File: config.mk
export PLATFORM = sky130hd
export DESIGN_NAME = onehot_decoder_seq_flat
export DESIGN_NICKNAME = d
export VERILOG_FILES = /design/src/rtl/onehot_dec_pkg.sv /design/src/rtl/onehot_decoder_seq_if.sv /design/src/rtl/onehot_dec_core.sv /design/src/rtl/onehot_decoder_seq.sv /design/src/flat_wrapper.sv
export SDC_FILE = /design/constraint.sdc
export NUM_CORES = 1
export LEC_CHECK = 0
export ABC_AREA = 1
export CORE_MARGIN = 3
export CORE_UTILIZATION = 23
export DETAILED_ROUTE_END_ITERATION = 10
export SETUP_SLACK_MARGIN = 0.02
export SLEW_MARGIN = 5
export SYNTH_ARGS = -nofsm -noshare
export SYNTH_HDL_FRONTEND = slang
export SYNTH_SLANG_ARGS = --single-unit
File: constraint.sdc
create_clock -name clk -period 2.1 [get_ports clk]
set_clock_uncertainty 0.2 [all_clocks]
set_input_delay 0.525 -clock clk [delete_from_list [all_inputs] [get_ports clk]]
set_output_delay 0.525 -clock clk [all_outputs]
set_load 0.02 [all_outputs]
File: src/rtl/onehot_dec_pkg.sv
// Shared definitions for the sequential one-hot decoder.
//   state_t   : FSM state encoding (IDLE / DRIVE / GAP)
//   cnt_width : width of the hold/gap counter for a given HOLD/GAP pair
package onehot_dec_pkg;

    typedef enum logic [1:0] {
        IDLE  = 2'd0,
        DRIVE = 2'd1,
        GAP   = 2'd2
    } state_t;

    // Counter must hold max(hold, gap); never narrower than one bit.
    function automatic int cnt_width(input int hold, input int gap);
        int m;
        m = (hold > gap) ? hold : gap;
        return (m < 1) ? 1 : $clog2(m + 1);
    endfunction

endpackage

File: src/rtl/onehot_decoder_seq_if.sv
// Code-input handshake bundle for onehot_decoder_seq.
//   in_valid : code present (master -> slave)
//   in_ready : slave can accept a code (slave -> master)
//   code     : binary line index, WIDTH bits (master -> slave)
//   code_par : even parity over code, only with ONEHOT_DECODER_PARITY_EN
interface onehot_decoder_seq_if #(
    parameter int WIDTH = 3
);
    logic             in_valid;
    logic             in_ready;
    logic [WIDTH-1:0] code;
`ifdef ONEHOT_DECODER_PARITY_EN
    logic             code_par;

    modport master (output in_valid, output code, output code_par, input in_ready);
    modport slave  (input in_valid, input code, input code_par, output in_ready);
`else
    modport master (output in_valid, output code, input in_ready);
    modport slave  (input in_valid, input code, output in_ready);
`endif
endinterface

File: src/rtl/onehot_dec_core.sv
// Pure combinational binary-to-one-hot conversion.
//   code : WIDTH-bit line index
//   y    : 2**WIDTH-bit one-hot result, bit [code] set
module onehot_dec_core #(
    parameter int WIDTH = 3
) (
    input  logic [WIDTH-1:0]      code,
    output logic [2**WIDTH-1:0]   y
);

    always_comb begin
        y       = '0;
        y[code] = 1'b1;
    end

endmodule

File: src/rtl/onehot_decoder_seq.sv
// Sequential binary-to-one-hot decoder with a one-entry pending buffer.
// Each accepted code drives its one-hot line for HOLD_CYCLES cycles, followed
// by GAP_CYCLES all-zero cycles.
//   clk, rst : clock, synchronous active-high reset
//   en       : global enable; low aborts the current output, keeps pending
//   bus      : code handshake (in_valid / in_ready / code [/ code_par])
//   y        : registered one-hot output, zero when not driving
//   busy     : FSM active or pending entry held
//   done     : pulse on the last DRIVE cycle of each code
//   par_err  : pulse the cycle after a bad-parity transfer
// Optional: ONEHOT_DECODER_PARITY_EN adds code_par / par_err; bad-parity codes
// are consumed but discarded.
module onehot_decoder_seq
    import onehot_dec_pkg::*;
#(
    parameter int WIDTH       = 3,
    parameter int HOLD_CYCLES = 4,
    parameter int GAP_CYCLES  = 1
) (
    input  logic                  clk,
    input  logic                  rst,
    input  logic                  en,
    onehot_decoder_seq_if.slave   bus,
    output logic [2**WIDTH-1:0]   y,
    output logic                  busy,
    output logic                  done
`ifdef ONEHOT_DECODER_PARITY_EN
    ,
    output logic                  par_err
`endif
);

    localparam int CW = cnt_width(HOLD_CYCLES, GAP_CYCLES);
    localparam logic [CW-1:0] HOLD_LD = CW'(HOLD_CYCLES - 1);
    localparam logic [CW-1:0] GAP_LD  = CW'((GAP_CYCLES > 0) ? GAP_CYCLES - 1 : 0);

    state_t             state_q, state_d;
    logic [CW-1:0]      cnt_q, cnt_d;
    logic [WIDTH-1:0]   cur_q, cur_d;
    logic               pend_valid_q, pend_valid_d;
    logic [WIDTH-1:0]   pend_code_q, pend_code_d;
    logic [2**WIDTH-1:0] onehot, y_d;
    logic               done_d;
    logic               code_ok, accept, bypass, load_pend;
`ifdef ONEHOT_DECODER_PARITY_EN
    logic               par_err_d;
`endif

    // One-hot of the code that will be on y after this edge.
    onehot_dec_core #(.WIDTH(WIDTH)) u_core (
        .code (cur_d),
        .y    (onehot)
    );

    always_comb begin
`ifdef ONEHOT_DECODER_PARITY_EN
        code_ok = (bus.code_par == ^bus.code);
`else
        code_ok = 1'b1;
`endif
        accept = bus.in_valid && bus.in_ready && code_ok;
    end

    // State register
    always_ff @(posedge clk) begin
        if (rst) begin
            state_q      <= IDLE;
            cnt_q        <= '0;
            cur_q        <= '0;
            pend_valid_q <= 1'b0;
            pend_code_q  <= '0;
            y            <= '0;
            done         <= 1'b0;
`ifdef ONEHOT_DECODER_PARITY_EN
            par_err      <= 1'b0;
`endif
        end else begin
            state_q      <= state_d;
            cnt_q        <= cnt_d;
            cur_q        <= cur_d;
            pend_valid_q <= pend_valid_d;
            pend_code_q  <= pend_code_d;
            y            <= y_d;
            done         <= done_d;
`ifdef ONEHOT_DECODER_PARITY_EN
            par_err      <= par_err_d;
`endif
        end
    end

    // Next-state logic
    always_comb begin
        state_d      = state_q;
        cnt_d        = cnt_q;
        cur_d        = cur_q;
        pend_valid_d = pend_valid_q;
        pend_code_d  = pend_code_q;
        bypass       = 1'b0;
        load_pend    = 1'b0;

        if (!en) begin
            state_d = IDLE;
            cnt_d   = '0;
        end else begin
            case (state_q)
                IDLE: begin
                    if (pend_valid_q)
                        load_pend = 1'b1;
                    else if (accept)
                        bypass = 1'b1;
                end
                DRIVE: begin
                    if (cnt_q != '0) begin
                        cnt_d = cnt_q - 1'b1;
                    end else if (GAP_CYCLES > 0) begin
                        state_d = GAP;
                        cnt_d   = GAP_LD;
                    end else if (pend_valid_q) begin
                        load_pend = 1'b1;
                    end else begin
                        state_d = IDLE;
                    end
                end
                GAP: begin
                    if (cnt_q != '0)
                        cnt_d = cnt_q - 1'b1;
                    else if (pend_valid_q)
                        load_pend = 1'b1;
                    else
                        state_d = IDLE;
                end
                default: state_d = IDLE;
            endcase
        end

        if (load_pend) begin
            state_d      = DRIVE;
            cnt_d        = HOLD_LD;
            cur_d        = pend_code_q;
            pend_valid_d = 1'b0;
        end
        if (bypass) begin
            state_d = DRIVE;
            cnt_d   = HOLD_LD;
            cur_d   = bus.code;
        end
        // A transfer not taken straight into DRIVE lands in pending; this also
        // covers a transfer coinciding with pending being loaded.
        if (accept && !bypass) begin
            pend_valid_d = 1'b1;
            pend_code_d  = bus.code;
        end
    end

    // Outputs: handshake/status from current state, registered outputs from next state
    always_comb begin
        bus.in_ready = !rst && en && !pend_valid_q;
        busy         = !rst && ((state_q != IDLE) || pend_valid_q);
        y_d          = (state_d == DRIVE) ? onehot : '0;
        done_d       = (state_d == DRIVE) && (cnt_d == '0);
`ifdef ONEHOT_DECODER_PARITY_EN
        par_err_d    = bus.in_valid && bus.in_ready && !code_ok;
`endif
    end

endmodule

File: src/flat_wrapper.sv
// flat-port wrapper written by rule: the top's interface ports become plain ports
module onehot_decoder_seq_flat import onehot_dec_pkg::*;
#(
    parameter int WIDTH       = 3,
    parameter int HOLD_CYCLES = 4,
    parameter int GAP_CYCLES  = 1
)
  (clk, rst, en, y, busy, done, bus_in_valid, bus_code, bus_in_ready);
  onehot_decoder_seq_if #(.WIDTH(WIDTH)) bus_i ();
  input  logic clk;
  input  logic rst;
  input  logic en;
  output logic [2**WIDTH-1:0] y;
  output logic busy;
  output logic done;
  input wire logic [$bits(bus_i.in_valid)-1:0] bus_in_valid;
  input wire logic [$bits(bus_i.code)-1:0] bus_code;
  output wire logic [$bits(bus_i.in_ready)-1:0] bus_in_ready;
  assign bus_i.in_valid = bus_in_valid;
  assign bus_i.code = bus_code;
  assign bus_in_ready = bus_i.in_ready;
  onehot_decoder_seq #(.WIDTH(WIDTH), .HOLD_CYCLES(HOLD_CYCLES), .GAP_CYCLES(GAP_CYCLES)) u_core (.clk(clk), .rst(rst), .en(en), .bus(bus_i), .y(y), .busy(busy), .done(done));
endmodule
==> impl_metrics.ini <==
[sta]
hold_ws_ns = 0.270
rsz0062_at_grt = false
drv_slew = 0
final_hold_viol_count = 0
layout_min_cycle_time_ns = 1.96
worstMarginPinSlew_ns = 0.262
fmax_mhz = 510
min_period_over_period = 0.933
slew_headroom = 0.825
setup_violations = 0

[die]
initial_core_util = 0.247
die-width_um = 75.8
rows = 24
die_h_um = 75.8
io_pins = 18
die_area_um2 = 5740
design.core.area_um2 = 4530

[logic_synthesis]
syn_area_um2 = 1120
synthCells = 154
yosysWarnings = 0
yosysUniqueCellTypes = 22
ys_seq_area_frac = 0.375
avgSynthCellArea_um2 = 7.27
ys_seq_elements = 21
synthesis.nets = 168

[clock_tree]
clk_pin_slew_ns = 0.08
numClockSinks = 21
clkLatencyLatePin_ns = 0.26
cts_max_level = 1
clockRootBuffer = clkbuf_8
tritoncts = yes
cts.path.max_buffers = 2
numCtsBuffers = 3

[worst_setup_path]
r2r_end = u_core.cnt_q[0]$_SDFF_PP0_
cp-start-kind = flop
reg2reg_slack_ns = 0.18
rr_startpoint = u_core.cnt_q[0]$_SDFF_PP0_
cpMaxStageDelayCell = dfxtp_1
required_ns = 1.37
crit_type = flop to output pin
slowest_delay_ns = 0.34
startpoint = u_core.state_q[0]$_SDFF_PP0_
reg2reg_depth = 8
critPathCaptureType = output pin
cp-endpoint = busy
path_cells = inv_1, ha_1, inv_1, nor2_1, nor2_1, buf_2
cp_max_fo = 2
cp_data_arrival_time_ns = 1.23

[power_and_ir_drop]
ir_drop_mv = 0.224
p_leak_nw = 0.682
p_total_mw = 0.834
powerDensity_nw_per_um2 = 528

[routing]
dr.first_iter.drc_count = 89
num_vias = 1080
wl_per_cell_um = 10.0
drc_errors = 0
avgViaCountPerCell = 4.12
final_antenna_net_count = 0
drt_first_pass_iters = 4
routed_wl_um = 2630

[run]
maxCapViolCount = 0

[global_routing]
grt_pass1_wl_um = 4640
antenna_found_initial = 0
grt_overflow = 0
grt_max_degree = 13
grt_pass1_vias = 1054
grt_usage = 0.104

[cells_and_area]
fin_nets = 212
drive_gt1_frac = 0.228
multi_input_area_um2 = 618
layout_common_cells = 26 x nand3_1, 24 x nand2_1, 23 x buf_4
antenna_cells = 0
area_growth_pct = 41.1
fill_cells = 497
final_common_cell = nand3_1
final-seq-area_um2 = 420
utilization = 0.349

[place]
place.gp.congestion = 0.865
dp_hpwl_um = 2010
io_buffers = 17

[worst_hold_path]
hp-class = flop to flop

[status]
outcome = finished clean
-- flip-flops by register name, summed over array words and instances (netlist names) --
name	flops
u_core.cnt_q	3
u_core.state_q	2
u_core.pend_valid_q	1
u_core.cur_q	3
u_core.done	1
u_core.y	8
u_core.pend_code_q	3
-- report_power, final --
part / internal [mW] / switching, mW
clock: 0.132 / 0.136
combinational: 0.0679 / 0.0869
sequential: 0.408 / 0.00434
total: 0.608 / 0.227
-- synthesized netlist by cell type --
cell type  number  area [um2]
nand4_1         1        6.26
nand2_1        25        93.8
xor2_1          1        8.76
or2_2           2        12.5
nor2_4          1        11.3
nor2_1         18        67.6
o211ai_1        1        7.51
ha_1            7        87.6
dfxtp_1        21         420
nor3b_1         1        7.51
or2_0           2        12.5
clkinv_4        1        8.76
nand2_4         1        11.3
buf_6           2        22.5
inv_1          18        67.6
a21oi_1        10        50.1
nand2_2         4        25.0
o21ai_0         6        30.0
inv_2           2        7.51
or2_1           1        6.26
nand3_1        27         135
nand3_2         2        20.0
-- what timing repair did --
action | 4_1_cts | 5_1_grt
setup endpoints to repair | 11 | 1
cloned | 1 | 0
hold buffers | 0 | 0
resized for setup | 12 | 1
pin swaps | 2 | 0
setup buffers | 0 | 0
-- worst min path at each step --
stage | start | end | slack (ns) | cells past startpoint
after floorplan | u_core.pend_code_q[0]$_SDFFE_PP0P_ | u_core.pend_code_q[0]$_SDFFE_PP0P_ | 0.24 | 2
after global placement | u_core.pend_code_q[1]$_SDFFE_PP0P_ | u_core.pend_code_q[1]$_SDFFE_PP0P_ | 0.25 | 2
after detailed placement | u_core.pend_code_q[2]$_SDFFE_PP0P_ | u_core.pend_code_q[2]$_SDFFE_PP0P_ | 0.26 | 2
after CTS | u_core.pend_code_q[1]$_SDFFE_PP0P_ | u_core.pend_code_q[1]$_SDFFE_PP0P_ | 0.28 | 2
after global routing | u_core.pend_code_q[1]$_SDFFE_PP0P_ | u_core.pend_code_q[1]$_SDFFE_PP0P_ | 0.31 | 2
final | u_core.pend_code_q[1]$_SDFFE_PP0P_ | u_core.pend_code_q[1]$_SDFFE_PP0P_ | 0.27 | 2
-- kinds of logic (layout without fill, tap and decap cells) --
logic type	after synthesis	count (layout)	synth area share
buffers and inverters	23	65	0.0950
XOR/XNOR	1	1	0.00782
AO/OA/AOI/OAI	17	17	0.0782
AND/OR/NAND/NOR	85	86	0.365
adder cells (fa/ha/maj)	7	7	0.0782
flip-flops	21	21	0.375
-- layout make-up --
class | count | area share
multi-input combinational | 111 | 0.391
sequential | 21 | 0.266
timing repair buffer | 40 | 0.209
inverter | 21 | 0.0530
tap | 65 | 0.0515
clock buffer | 3 | 0.0261
clock inverter | 1 | 0.00317
-- routing by layer --
layer / routed length, um / global-route usage / part of all wire
met3: 52 / 0.00923 / 0.020
met1: 1280 / 0.139 / 0.49
met5: 0 / 0 / 0
met4: 38 / 0.0330 / 0.014
met2: 1260 / 0.175 / 0.48
-- per-stage QoR --
stage               area [um2]  setup TNS, ns  std cells  worst slack, ns
finish                    1580              0        262            0.141
global route              1580              0        262           0.0278
CTS                       1590              0        262           0.0227
detailed placement        1520          -5.46        257           -0.512
global placement          1520          -5.21        257           -0.496
floorplan                 1120              0        154            0.241
-- worst max-delay path: cells and delay by family (launching register included) --
kind | cells | cell delay, ns
flops | 1 | 0.34
simple gates | 2 | 0.13
buf+inv | 3 | 0.30
fa+ha+maj | 1 | 0.20
No activity file was read; power rests on OpenSTA's default activity.
